===== config.mk =====
export PLATFORM = sky130hd
export DESIGN_NAME = acc_core_p_flat
export DESIGN_NICKNAME = d
export VERILOG_FILES = /design/src/rtl/acc_core_p_if.sv /design/src/rtl/acc_core_p.sv /design/src/flat_wrapper.sv
export SDC_FILE = /design/constraint.sdc
export NUM_CORES = 1
export LEC_CHECK = 0
export CAP_MARGIN = 20
export CELL_PAD_IN_SITES_DETAIL_PLACEMENT = 2
export CELL_PAD_IN_SITES_GLOBAL_PLACEMENT = 2
export CORE_MARGIN = 3
export CORE_UTILIZATION = 37
export DETAILED_ROUTE_END_ITERATION = 10
export HOLD_SLACK_MARGIN = 0.05
export PLACE_DENSITY_LB_ADDON = 0.1
export SLEW_MARGIN = 20
export SYNTH_ARGS = -nofsm -noshare
export SYNTH_HDL_FRONTEND = slang
export SYNTH_SLANG_ARGS = --single-unit

===== constraint.sdc =====
create_clock -name clk -period 3.76 [get_ports clk]
set_input_delay 0.752 -clock clk [delete_from_list [all_inputs] [get_ports clk]]
set_output_delay 0.752 -clock clk [all_outputs]
set_load 0.03 [all_outputs]

===== src/rtl/acc_core_p_if.sv =====
// Instruction-fetch bus of acc_core_p: fetch address, request, and the returned instruction word with its valid.
// The core drives the master side and the instruction source drives the slave side.
interface acc_core_p_if #(
  parameter int OPD_W = 4,
  parameter int PC_W  = 8
);
  logic [OPD_W+3:0] instr_in;
  logic             instr_valid;
  logic             instr_req;
  logic [PC_W-1:0]  pc_out;

  modport master (input instr_in, instr_valid, output instr_req, pc_out);
  modport slave  (output instr_in, instr_valid, input instr_req, pc_out);
endinterface


===== src/rtl/acc_core_p.sv =====
// Parametrised accumulator core: register file, PC, IR, and a FETCH/EXEC/HALT controller with a stallable fetch.
// Optional macro ACC_CORE_P_RETIRE_CNT_EN adds a saturating 16-bit retire_cnt output.
module acc_core_p #(
  parameter int DATA_W = 8,
  parameter int OPD_W  = 4,
  parameter int PC_W   = 8
) (
  input  logic                   clk,
  input  logic                   CLB,
  acc_core_p_if.master           fbus,
  output logic [DATA_W-1:0]      acc_out,
  output logic                   zflag,
  output logic                   cflag,
  output logic                   halted,
  output logic                   retire,
  output logic [PC_W+DATA_W-1:0] proc_out
`ifdef ACC_CORE_P_RETIRE_CNT_EN
  ,
  output logic [15:0]            retire_cnt
`endif
);

  localparam logic [1:0] S_FETCH = 2'd0;
  localparam logic [1:0] S_EXEC  = 2'd1;
  localparam logic [1:0] S_HALT  = 2'd2;

  localparam logic [3:0] OP_NOP  = 4'h0;
  localparam logic [3:0] OP_LDI  = 4'h1;
  localparam logic [3:0] OP_LDR  = 4'h2;
  localparam logic [3:0] OP_STR  = 4'h3;
  localparam logic [3:0] OP_ADD  = 4'h4;
  localparam logic [3:0] OP_SUB  = 4'h5;
  localparam logic [3:0] OP_AND  = 4'h6;
  localparam logic [3:0] OP_OR   = 4'h7;
  localparam logic [3:0] OP_XOR  = 4'h8;
  localparam logic [3:0] OP_SHL  = 4'h9;
  localparam logic [3:0] OP_SHR  = 4'hA;
  localparam logic [3:0] OP_JMP  = 4'hB;
  localparam logic [3:0] OP_JZ   = 4'hC;
  localparam logic [3:0] OP_JC   = 4'hD;
  localparam logic [3:0] OP_JMPA = 4'hE;
  localparam logic [3:0] OP_HLT  = 4'hF;

  localparam int NREGS = 2 ** OPD_W;

  logic [1:0]        state;
  logic [PC_W-1:0]   pc;
  logic [DATA_W-1:0] acc;
  logic [OPD_W+3:0]  ir;
  logic              zf, cf;
  logic [DATA_W-1:0] regs [NREGS];

  logic [3:0]        opcode;
  logic [OPD_W-1:0]  operand;
  logic [DATA_W-1:0] opd_d, r_val, acc_nx;
  logic [DATA_W:0]   sum, diff;
  logic              acc_wr, c_wr, c_nx, reg_wr, br_taken;
  logic [PC_W-1:0]   br_tgt;

  assign opcode  = ir[3:0];
  assign operand = ir[OPD_W+3:4];
  assign opd_d   = DATA_W'(operand);
  assign r_val   = regs[operand];
  assign sum     = {1'b0, acc} + {1'b0, r_val};
  // The extra top bit of the widened difference is the borrow, set exactly when acc < R.
  assign diff    = {1'b0, acc} - {1'b0, r_val};

  // NOTE: every output of this block gets a default first, so no path leaves one unassigned and no latch is inferred.
  always_comb begin
    acc_nx   = acc;
    acc_wr   = 1'b0;
    c_nx     = cf;
    c_wr     = 1'b0;
    reg_wr   = 1'b0;
    br_taken = 1'b0;
    br_tgt   = PC_W'(operand);
    case (opcode)
      OP_LDI:  begin acc_nx = opd_d;         acc_wr = 1'b1; end
      OP_LDR:  begin acc_nx = r_val;         acc_wr = 1'b1; end
      OP_STR:  reg_wr = 1'b1;
      OP_ADD:  begin acc_nx = sum[DATA_W-1:0];  c_nx = sum[DATA_W];  acc_wr = 1'b1; c_wr = 1'b1; end
      OP_SUB:  begin acc_nx = diff[DATA_W-1:0]; c_nx = diff[DATA_W]; acc_wr = 1'b1; c_wr = 1'b1; end
      OP_AND:  begin acc_nx = acc & r_val;   acc_wr = 1'b1; end
      OP_OR:   begin acc_nx = acc | r_val;   acc_wr = 1'b1; end
      OP_XOR:  begin acc_nx = acc ^ r_val;   acc_wr = 1'b1; end
      OP_SHL:  begin acc_nx = {acc[DATA_W-2:0], 1'b0}; c_nx = acc[DATA_W-1]; acc_wr = 1'b1; c_wr = 1'b1; end
      OP_SHR:  begin acc_nx = {1'b0, acc[DATA_W-1:1]}; c_nx = acc[0];        acc_wr = 1'b1; c_wr = 1'b1; end
      OP_JMP:  br_taken = 1'b1;
      OP_JZ:   br_taken = zf;
      OP_JC:   br_taken = cf;
      OP_JMPA: begin br_taken = 1'b1; br_tgt = PC_W'(acc); end
      default: ;
    endcase
  end

  // NOTE: sequential state uses non-blocking assignments so every flop samples pre-edge values.
  always_ff @(posedge clk or negedge CLB) begin
    if (!CLB) begin
      state <= S_FETCH;
      pc    <= '0;
      acc   <= '0;
      ir    <= '0;
      zf    <= 1'b0;
      cf    <= 1'b0;
    end else begin
      case (state)
        S_FETCH: if (fbus.instr_valid) begin
          ir    <= fbus.instr_in;
          pc    <= pc + PC_W'(1);
          state <= S_EXEC;
        end
        S_EXEC: begin
          if (acc_wr) begin
            acc <= acc_nx;
            zf  <= (acc_nx == '0);
          end
          if (c_wr)     cf <= c_nx;
          if (br_taken) pc <= br_tgt;
          state <= (opcode == OP_HLT) ? S_HALT : S_FETCH;
        end
        S_HALT:  ;
        default: state <= S_FETCH;
      endcase
    end
  end

  // NOTE: the register file is architecturally cleared by reset, so it is built from resettable flops, not a RAM.
  always_ff @(posedge clk or negedge CLB) begin
    if (!CLB) begin
      for (int i = 0; i < NREGS; i++) regs[i] <= '0;
    end else if (state == S_EXEC && reg_wr) begin
      regs[operand] <= acc;
    end
  end

  assign fbus.instr_req = (state == S_FETCH);
  assign fbus.pc_out    = pc;
  assign acc_out        = acc;
  assign zflag          = zf;
  assign cflag          = cf;
  assign halted         = (state == S_HALT);
  assign retire         = (state == S_EXEC);
  assign proc_out       = {pc, acc};

`ifdef ACC_CORE_P_RETIRE_CNT_EN
  always_ff @(posedge clk or negedge CLB) begin
    if (!CLB)                                retire_cnt <= '0;
    else if (retire && retire_cnt != 16'hFFFF) retire_cnt <= retire_cnt + 16'd1;
  end
`endif

endmodule


===== src/flat_wrapper.sv =====
// flat-port wrapper written by rule: the top's interface ports become plain ports
module acc_core_p_flat 
#(
  parameter int DATA_W = 8,
  parameter int OPD_W  = 4,
  parameter int PC_W   = 8
)
  (clk, CLB, acc_out, zflag, cflag, halted, retire, proc_out, fbus_instr_in, fbus_instr_valid, fbus_instr_req, fbus_pc_out);
  acc_core_p_if #(.OPD_W(OPD_W), .PC_W(PC_W)) fbus_i ();
  input  logic clk;
  input  logic CLB;
  output logic [DATA_W-1:0] acc_out;
  output logic zflag;
  output logic cflag;
  output logic halted;
  output logic retire;
  output logic [PC_W+DATA_W-1:0] proc_out;
  input wire logic [$bits(fbus_i.instr_in)-1:0] fbus_instr_in;
  input wire logic [$bits(fbus_i.instr_valid)-1:0] fbus_instr_valid;
  output wire logic [$bits(fbus_i.instr_req)-1:0] fbus_instr_req;
  output wire logic [$bits(fbus_i.pc_out)-1:0] fbus_pc_out;
  assign fbus_i.instr_in = fbus_instr_in;
  assign fbus_i.instr_valid = fbus_instr_valid;
  assign fbus_instr_req = fbus_i.instr_req;
  assign fbus_pc_out = fbus_i.pc_out;
  acc_core_p #(.DATA_W(DATA_W), .OPD_W(OPD_W), .PC_W(PC_W)) u_core (.clk(clk), .CLB(CLB), .fbus(fbus_i), .acc_out(acc_out), .zflag(zflag), .cflag(cflag), .halted(halted), .retire(retire), .proc_out(proc_out));
endmodule

==> summary.md, run 1 <==
| Metric | Value |
|---|---|
| Avg Inst Size Synth | `10.9 µm²` |
| Share of cells above drive strength 1 | `30.7%` |
| Chip width | `160 µm` |
| Clock insertion delay at the later pin of the skew report | `430 ps` |
| Met1 usage | `33.5%` |
| Routed length per placed instance | `25.8 µm` |
| Global routing usage on met2 | `42.4%` |
| CTS clk-pin slew, worst paths | `70 ps` |
| Post-synth ARST share | `100%` |
| # Max-Cap Violations | `0` |
| Switching fraction of total power | `44.5%` |
| Final worst setup slack | `-87.1 ps` |
| Design area | `10700 µm²` |
| Total power | `8.03 mW` |
| Reg power frac | `27.4%` |
| Psw | `3.58 mW` |
| Die height | `160 µm` |
| First-pass GRT wire length | `48700 µm` |
| FILL cells | `2414` |
| Number of synthesized flops with an enable pin | `0` |
| Largest net degree at the start of global routing | `69` |
| Initial antenna violation count | `0` |
| Total congestion overflow | `0` |
| Clock buffer depth | `2` |
| Number of vias per cell | `5.66` |
| Yosys warnings | `0` |
| P_int | `4.46 mW` |
| Die ar. | `25600 µm²` |
| I/O Buffers | `47` |
| Netlist cell types | `71` |
| Fin Clk Skew | `8.62 ps` |
| Worst slew margin | `45.8%` |
| CP Data Required Time | `4100 ps` |
| Status | `finished, violations left` |
| Failing checks | `setup timing` |
| Peak fanout along the critical path | `4` |
| TritonCTS clock tree | `built` |
| Number of global-route vias before repair | `7662` |
| Fin crit share | `102%` |
| Total Routing Usage GR | `24.9%` |
| Fmax achieved | `260 MHz` |
| ANT nets after route | `0` |
| Hold Path Class | `input port to async pin` |
| Tmin final | `3850 ps` |
| CTS root buf | `clkbuf_16` |
| LEAKAGE | `4.77 nW` |
| Placed cell area | `9830 µm²` |
| Final setup viols | `1` |
| Site Rows | `55` |
| Sequential area share after synthesis | `44.5%` |
| Crit end category | `flop` |
| Worst VDD drop | `248 µV` |
| Top Ports | `48` |
| DP HPWL | `21300 µm` |
| Clock Power Share | `21.2%` |
| Fin. Hold Viols | `0` |
| Initial DRT Pass Iterations | `4` |
| Initial Utilization | `38.2%` |
| Htree depth | `4` |
| Critical path class | `flop to flop` |
| Mapped Cells | `808` |
| Max stage delay cell, worst path | `mux4_2` |
| RSZ-0062 raised after global routing | `true` |
| Antenna Cells | `0` |
| GR peak layer | `met2` |
| CTS Hold Buffers Added | `0` |
| Vias | `6873` |
| Worst Tran Pin Value | `813 ps` |
| CP cell instances | `buf_6 > mux4_2 > mux2_4 > nand2_2 > o21a_1 > inv_2 > ha_1 > fa_2 > buf_4 > xnor2_1 > a2111oi_1 > a21oi_1 > nor2_1 > nor3_2 > nand4_1 > o31ai_2` |
| Synthesized cell area | `8770 µm²` |
| Layout net count | `927` |
| Post-Route WL | `31400 µm` |
| CTS Buf Count | `17` |
| Slowest stage delay, CP | `490 ps` |
| DRT iter0 DRCs | `401` |
| Power density over cell area | `749 nW/µm²` |
| DRC | `0` |
| Max Slew Vio Count | `0` |
| Clock sinks | `156` |
| FF+latch count, synth | `156` |
| Area grow syn2layout | `22.2%` |
| Worst Path Arrival | `4190 ps` |
| Syn Nets | `846` |
| Primary FF master, synth | `dfrtp_1` |
| Met3 global-route usage | `4.33%` |
| Placeable Area | `23000 µm²` |
| GPL Wtd Cong | `0.924` |
| Combinational power share | `51.4%` |
| Critical Path Source Type | `flop` |
==> stage by stage <==
stage | TNS (ps) | util (%) | worst slack (ps) | std cells | hold WS, ps
after floorplan | 0 | - | 162 | 808 | 442
after global placement | -90.9 | 42.8 | -90.9 | 1173 | 456
after detailed placement | -285 | 42.8 | -175 | 1173 | 472
after CTS | 0 | 45.5 | 3.09 | 1205 | 358
after global routing | -507 | 46.6 | -258 | 1215 | 393
final | -87.1 | 46.6 | -87.1 | 1215 | 343
==> metal layers <==
metal | vias to the layer above | share of wire, %
met2 | 124 | 50
li1 | 3081 | -
met5 | - | 0
met4 | 0 | 1.5
met3 | 24 | 3.7
met1 | 3644 | 45
==> worst max-delay path, delay by kind of cell (launching register included) <==
family          cells  cell delay, ps
simple gates        4             600
flops               1             430
fa+ha+maj           2             630
compound gates      4             790
xor+xnor            1             150
buf+inv             3             370
mux                 2             790
==> cells by family after synthesis <==
family	Yosys count	share of synthesized area, %
AOI/OAI and AO/OA	177	13.1
xor gates and xnor gates	7	0.699
adders and majority gates	27	4.02
buffers and inverters	95	5.63
DFF	156	44.5
muxes	140	20.6
and+or+nand+nor	206	11.4
==> placed cells by master (no fill, tap or decap), types with 7 or more instances in the layout <==
master and count:
dfrtp_1 154, mux2_2 88, buf_4 78, nand2_1 76
o21ai_0 64, nor2_1 46, clkdlybuf4s50_1 46, mux2i_1 28
a21oi_1 27, inv_1 23, ha_1 21, mux4_2 18
clkbuf_16 17, nor2b_1 11, nor3_1 11, a221oi_2 8
nand3_1 8, nand2b_1 7, o22ai_1 7
==> repair_timing <==
action / in CTS / in global routing
pin swaps: 0 / 11
endpoints found under the setup margin: 4 / 7
setup buffers: 0 / 10
gates resized for setup: 13 / 42
==> power by group through the flow <==
stage / Clock (mW) / Combinational [mW] / Sequential, mW
2_1_floorplan: 0 / 2.09 / 2.30
3_3_place_gp: 0 / 3.64 / 2.18
3_5_place_dp: 0 / 3.73 / 2.22
4_1_cts: 1.74 / 3.83 / 2.19
5_1_grt: 1.83 / 4.42 / 2.24
6_report: 1.70 / 4.13 / 2.20
==> final cells by class <==
type	count	area (µm²)	area share (%)
clock buffer	18	439	4.10
clock inverter	14	124	1.16
inverter	27	101	0.945
multi-input combinational	557	4620	43.1
sequential	156	3910	36.4
tap	313	392	3.65
timing repair buffer	130	1140	10.6
==> state kept, by name (all words and copies together) (netlist names) <==
name / count
u_core.acc_out: 8
u_core.cflag: 1
u_core.fbus.pc_out: 8
u_core.ir: 8
u_core.regs: 128
u_core.state: 2
u_core.zflag: 1
==> cells in the mapped netlist (6+ instances only) <==
cell type	number	share of area [%]
a211oi_1	6	0.51
a21oi_1	28	1.6
a221oi_1	10	1.0
a22o_1	6	0.60
a22oi_1	7	0.60
buf_2	8	0.46
buf_4	22	1.9
buf_6	6	0.77
clkbuf_1	31	1.3
dfrtp_1	156	44
ha_1	25	3.6
inv_1	24	1.0
mux2_2	89	11
mux2i_1	29	3.3
mux4_1	6	1.8
mux4_2	16	4.1
nand2_1	78	3.3
nand2b_1	7	0.50
nand3_1	8	0.46
nor2_1	46	2.0
nor2b_1	11	0.78
nor3_1	15	0.86
o21ai_0	68	3.9
o22ai_1	7	0.50
xnor2_1	6	0.60
==> path summary, 6_finish.rpt <==
kind / startpoint / end / slack, ps / cells after the start
max: u_core.ir[4]$_DFFE_PN0P_ / u_core.zflag$_DFFE_PN0P_ / -90 / 16
min: CLB / u_core.cflag$_DFFE_PN0P_ / 340 / 1
max reg2reg: u_core.ir[4]$_DFFE_PN0P_ / u_core.zflag$_DFFE_PN0P_ / -90 / 16
min reg2reg: u_core.regs[108]$_DFFE_PN0P_ / u_core.regs[108]$_DFFE_PN0P_ / 490 / 2
max in group asynchronous: CLB / u_core.regs[71]$_DFFE_PN0P_ / 2630 / 2
min in group clk: u_core.regs[108]$_DFFE_PN0P_ / u_core.regs[108]$_DFFE_PN0P_ / 490 / 2
(Power assumes the default switching activity.)
==> run 2: changes to the inputs <==
- CORE_MARGIN: 3 -> unset
- PLACE_DENSITY: unset -> 0.76
- PLACE_DENSITY_LB_ADDON: 0.1 -> unset
==> run 2 against run 1 <==
Compared with the run above: the flow still finishes with violations (setup timing); die area shrank 4.9%; critical path type unchanged; sequential share of layout area shrank 0.37 points; maximum frequency grew 1.9%; first-iteration DRC count grew 10%; largest cell class unchanged; total power grew 1.1%; cell area grew 1.0%.
==> summary.md, run 2 (synthesis gave the netlist of run 1 again) <==
| Metric | Value |
|---|---|
| Status | `finished, violations left` |
| Failing checks | `setup timing` |
| Design area | `10800 µm²` |
| Number of vias per cell | `5.88` |
| Final setup viols | `1` |
| Chip width | `156 µm` |
| Clock Power Share | `21.8%` |
| Power density over cell area | `750 nW/µm²` |
| ANT nets after route | `0` |
| Share of cells above drive strength 1 | `32.0%` |
| Htree depth | `4` |
| Area grow syn2layout | `23.4%` |
| Commonest cells after routing, fill and taps aside | `dfrtp_1, mux2_2, buf_4` |
| FILL cells | `2313` |
| Fmax achieved | `265 MHz` |
| P_int | `4.46 mW` |
| Total Routing Usage GR | `28.6%` |
| Initial antenna violation count | `0` |
| Tmin final | `3770 ps` |
| Clock insertion delay at the later pin of the skew report | `450 ps` |
| Initial DRT Pass Iterations | `5` |
| GPL Wtd Cong | `0.877` |
| Number of global-route vias before repair | `8062` |
| Max layer used | `met4` |
| Die ar. | `24300 µm²` |
| Post-Route WL | `33800 µm` |
| Reg power frac | `27.6%` |
| Worst VDD drop | `347 µV` |
| Largest net degree at the start of global routing | `71` |
| Top reg by flops | `u_core.regs` |
| Initial Utilization | `38.3%` |
| Routed length on met1 | `14200 µm` |
| Placed cell area | `9850 µm²` |
| Site Rows | `55` |
| Fin. Hold Viols | `0` |
| Vias | `7223` |
| RSZ-0062 raised after global routing | `true` |
| Worst Path Arrival | `4120 ps` |
| Combinational power share | `50.6%` |
| Worst slew margin | `32.0%` |
| Max Slew Vio Count | `0` |
| Routed length per placed instance | `27.5 µm` |
| Crit end category | `flop` |
| Clock sinks | `156` |
| Commonest non-fill, non-tap cell in the layout | `dfrtp_1` |
| Layout net count | `940` |
| CTS clk-pin slew, worst paths | `70 ps` |
| CTS Buf Count | `17` |
| Max reg flops | `128` |
| LEAKAGE | `4.83 nW` |
| Worst Tran Pin Value | `1020 ps` |
| Hold Path Class | `input port to async pin` |
| WHS | `302 ps` |
| # Max-Cap Violations | `0` |
| Top Ports | `48` |
| DRC | `0` |
| Psw | `3.66 mW` |
| Dpl cells | `1179` |
| First-pass GRT wire length | `51000 µm` |
| TNS Setup | `-13.9 ps` |
| CTS root buf | `clkbuf_16` |
| Final core occ | `47.3%` |
| Critical path class | `flop to flop` |
| Clock buffer depth | `2` |
| Critical Path Source Type | `flop` |
| Antenna Cells | `0` |
| Switching fraction of total power | `45.0%` |
| Total congestion overflow | `0` |
| CP Data Required Time | `4110 ps` |
| Final worst setup slack | `-13.9 ps` |
| Placeable Area | `22900 µm²` |
| TritonCTS clock tree | `built` |
| Fin crit share | `100%` |
| Die height | `156 µm` |
| Met2 routed WL | `17100 µm` |
| Fin Clk Skew | `17.6 ps` |
| DP HPWL | `22500 µm` |
| I/O Buffers | `47` |
| Peak fanout along the critical path | `6` |
| Non-Filler Instances | `1228` |
| DRT iter0 DRCs | `441` |
| CTS Hold Buffers Added | `0` |
| Met3 WL | `1200 µm` |
run 2: power by group through the flow:
| stage | logic (mW) | clock network (mW) | registers, mW |
|---|---|---|---|
| finish | 4.11 | 1.77 | 2.24 |
| global route | 4.36 | 1.86 | 2.27 |
| CTS | 3.83 | 1.79 | 2.22 |
| detailed placement | 3.66 | 0 | 2.25 |
| global placement | 3.54 | 0 | 2.21 |
| floorplan | 2.09 | 0 | 2.30 |
run 2: worst paths after layout:
check,from,to,slack (ps),cells after the start
worst max-delay path,u_core.ir[4]$_DFFE_PN0P_,u_core.zflag$_DFFE_PN0P_,-10,12
max in group asynchronous,CLB,u_core.ir[4]$_DFFE_PN0P_,2510,2
worst min register to register,u_core.regs[124]$_DFFE_PN0P_,u_core.regs[124]$_DFFE_PN0P_,500,2
worst min-delay path,CLB,u_core.regs[95]$_DFFE_PN0P_,300,1
min in group clk,u_core.regs[124]$_DFFE_PN0P_,u_core.regs[124]$_DFFE_PN0P_,500,2
worst max register to register,u_core.ir[4]$_DFFE_PN0P_,u_core.zflag$_DFFE_PN0P_,-10,12
run 2: worst max-delay path, stage by stage (launching register included):
cell	delay (ps)
dfrtp_2	490
mux4_1	640
o21ai_1	240
o21a_1	210
inv_2	80
ha_1	230
fa_2	530
a211oi_1	80
a21oi_1	230
o22ai_1	140
a221oi_2	440
nand4_1	160
o31ai_2	230
run 2: per-stage QoR:
stage / setup slack [ps] / total power [mW]
5_1_grt: -138 / 8.48
4_1_cts: 0.900 / 7.85
3_3_place_gp: -53.1 / 5.75
6_report: -13.9 / 8.12
3_5_place_dp: -160 / 5.91
2_1_floorplan: 162 / 4.40
run 2: area by class of cell:
cell class	count	area (µm²)	area share [%]
Clock buffer	17	425	3.93
Inverter	27	101	0.936
Multi-Input combinational cell	557	4610	42.5
Clock inverter	15	163	1.50
Timing Repair Buffer	143	1230	11.4
Tap cell	313	392	3.62
Sequential cell	156	3910	36.1
run 2: per-layer routing:
metal	up-vias	track usage [%]
met5	-	0
met3	65	4.69
li1	3104	-
met2	166	48.4
met4	0	14.1
met1	3888	35.4
run 2: timing repair:
action,in CTS,in global routing
resized for setup,23,40
buffers inserted,3,13
setup endpoints to repair,5,4
gates cloned,0,1
pin swaps,3,20
==> run 3: changes to the inputs <==
- REMOVE_ABC_BUFFERS: unset -> 1
==> run 3 against run 2 <==
Compared with the run above: first-iteration DRC count decreased by 9.1%; clock power is 3% higher; cell area up 0.58%; the flow still finishes with violations (setup timing); critical path type unchanged; clock skew is 2.3 ps higher; sequential share of layout area fell by 0.18 points; non-clock buffer count increased by 7; utilization grew 0.27 points; register-to-register slack is essentially flat; maximum frequency increased by 0.26%; combinational power barely moved.
==> summary.md, run 3 (synthesis gave the netlist of run 1 again) <==
| Metric | Value |
|---|---|
| Antenna Cells | `0` |
| Worst Tran Pin Value | `921 ps` |
| Placed cell area | `9930 µm²` |
| Fin. Hold Viols | `0` |
| Dpl cells | `1185` |
| DP HPWL | `21700 µm` |
| First-pass GRT wire length | `49100 µm` |
| TNS Setup | `-3.98 ps` |
| DRC | `0` |
| Reg-to-Reg Start | `u_core.ir[4]$_DFFE_PN0P_` |
| Htree depth | `4` |
| Fin crit share | `100%` |
| Initial DRT Pass Iterations | `4` |
| CTS root buf | `clkbuf_16` |
| FILL cells | `2269` |
| Setup WS pre-CTS | `-225 ps` |
| CP cell instances | `buf_4 > buf_4 > nor2b_4 > buf_4 > a221oi_2 > buf_4 > a22oi_1 > nand2_1 > inv_2 > ha_4 > inv_1 > or3_4 > and3_1 > a211o_1 > nor4_2 > nand4_1 > o31ai_2` |
| Chip width | `156 µm` |
| Register Area | `3910 µm²` |
| Power density over cell area | `752 nW/µm²` |
| Worst VDD drop | `306 µV` |
| # Max-Cap Violations | `0` |
| Placeable Area | `22900 µm²` |
| CP Data Required Time | `4110 ps` |
| Peak fanout along the critical path | `6` |
| Design area | `10900 µm²` |
| Share of cells above drive strength 1 | `31.8%` |
| Max stage delay cell, worst path | `dfrtp_2` |
| CTS Buf Count | `17` |
| Hold Path Class | `input port to async pin` |
| Number of global-route vias before repair | `7940` |
| Tmin final | `3760 ps` |
| ANT nets after route | `0` |
| GPL Wtd Cong | `0.909` |
| TritonCTS clock tree | `built` |
| Non-Filler Instances | `1235` |
| Fmax achieved | `266 MHz` |
| CTS Hold Buffers Added | `0` |
| Final setup viols | `1` |
| Critical path startpoint | `u_core.ir[4]$_DFFE_PN0P_` |
| Site Rows | `55` |
| Worst slew margin | `38.6%` |
| Clock insertion delay at the later pin of the skew report | `440 ps` |
| CTS clk-pin slew, worst paths | `80 ps` |
| Layout net count | `947` |
| Final core occ | `47.5%` |
| Post-Route WL | `33700 µm` |
| Commonest non-fill, non-tap cell in the layout | `dfrtp_1` |
| LEAKAGE | `4.88 nW` |
| Most used cell, CP | `buf_4` |
| Initial Utilization | `38.3%` |
| Commonest cells after routing, fill and taps aside | `dfrtp_1, buf_4, mux2_2` |
| Worst Path Arrival | `4110 ps` |
| Vias | `7222` |
| CP top delay family | `simple AND/OR/NAND/NOR gates` |
| Number of vias per cell | `5.85` |
| Routed length per placed instance | `27.3 µm` |
| Die ar. | `24300 µm²` |
| Top reg by flops | `u_core.regs` |
| Clock buffer depth | `2` |
| Crit end category | `flop` |
| RSZ-0062 raised after global routing | `true` |
| Largest net degree at the start of global routing | `108` |
| Clock sinks | `156` |
| Critical path class | `flop to flop` |
| Total Routing Usage GR | `27.4%` |
| Max reg flops | `128` |
| Failing checks | `setup timing` |
| WHS | `265 ps` |
| Max Slew Vio Count | `0` |
| DRT iter0 DRCs | `401` |
| Slowest stage delay, CP | `460 ps` |
| I/O Buffers | `47` |
| Initial antenna violation count | `0` |
| Multi-input logic area | `4570 µm²` |
| Fin Clk Skew | `19.9 ps` |
| Final worst setup slack | `-3.98 ps` |
| Total congestion overflow | `0` |
| Critical Path Source Type | `flop` |
| Critical path buffers and inverters | `6` |
| Die height | `156 µm` |
| Total power | `8.19 mW` |
| Area grow syn2layout | `24.2%` |
| Status | `finished, violations left` |
| Top Ports | `48` |
## run 3: changes by cell type in the layout (fill, tap and decap cells not counted), moves of 4 or more
cell | before | now
inv_8 | 5 | 1
buf_6 | 5 | 1
buf_4 | 87 | 95
buf_12 | 2 | 6
## run 3: where the power goes
part	leakage [nW]	switching, mW	internal [mW]	total, mW
registers	2.12	0.313	1.90	2.22
logic	2.46	2.41	1.73	4.14
clock network	0.292	0.880	0.950	1.83
total	4.88	3.61	4.58	8.19
## run 3: worst register-to-register path, stage by stage, from the launching register on
cell	delay, ps
dfrtp_2	460
buf_4	150
buf_4	160
nor2b_4	170
buf_4	200
a221oi_2	310
buf_4	180
a22oi_1	90
nand2_1	140
inv_2	70
ha_4	290
inv_1	90
or3_4	410
and3_1	170
a211o_1	260
nor4_2	140
nand4_1	180
o31ai_2	220
## run 3: per-layer routing
metal | global-route usage (%) | up-vias | share of wire [%]
li1 | - | 3114 | -
met1 | 34.0 | 3838 | 41
met2 | 49.1 | 203 | 52
met3 | 3.75 | 67 | 4.0
met4 | 8.54 | 0 | 2.9
met5 | 0 | - | 0
## run 3: layout make-up
cell class                      count  area share (%)
Clock buffer                       17            3.91
Clock inverter                     15            1.65
Inverter                           27           0.930
Multi-Input combinational cell    557            41.9
Sequential cell                   156            35.9
Tap cell                          313            3.60
Timing Repair Buffer              150            12.1
## run 3: repair_timing
item | in CTS | in global routing
gates cloned | 0 | 0
buffers inserted | 2 | 16
pin swaps | 0 | 10
setup endpoints to repair | 5 | 6
resized for setup | 16 | 33
## run 3: final timing paths
check / to / slack [ps] / cells after the start
max: u_core.zflag$_DFFE_PN0P_ / -4 / 17
min: u_core.zflag$_DFFE_PN0P_ / 260 / 1
max reg2reg: u_core.zflag$_DFFE_PN0P_ / -4 / 17
min reg2reg: u_core.regs[118]$_DFFE_PN0P_ / 500 / 2
max in group asynchronous: u_core.ir[4]$_DFFE_PN0P_ / 2510 / 2
min in group clk: u_core.regs[118]$_DFFE_PN0P_ / 500 / 2
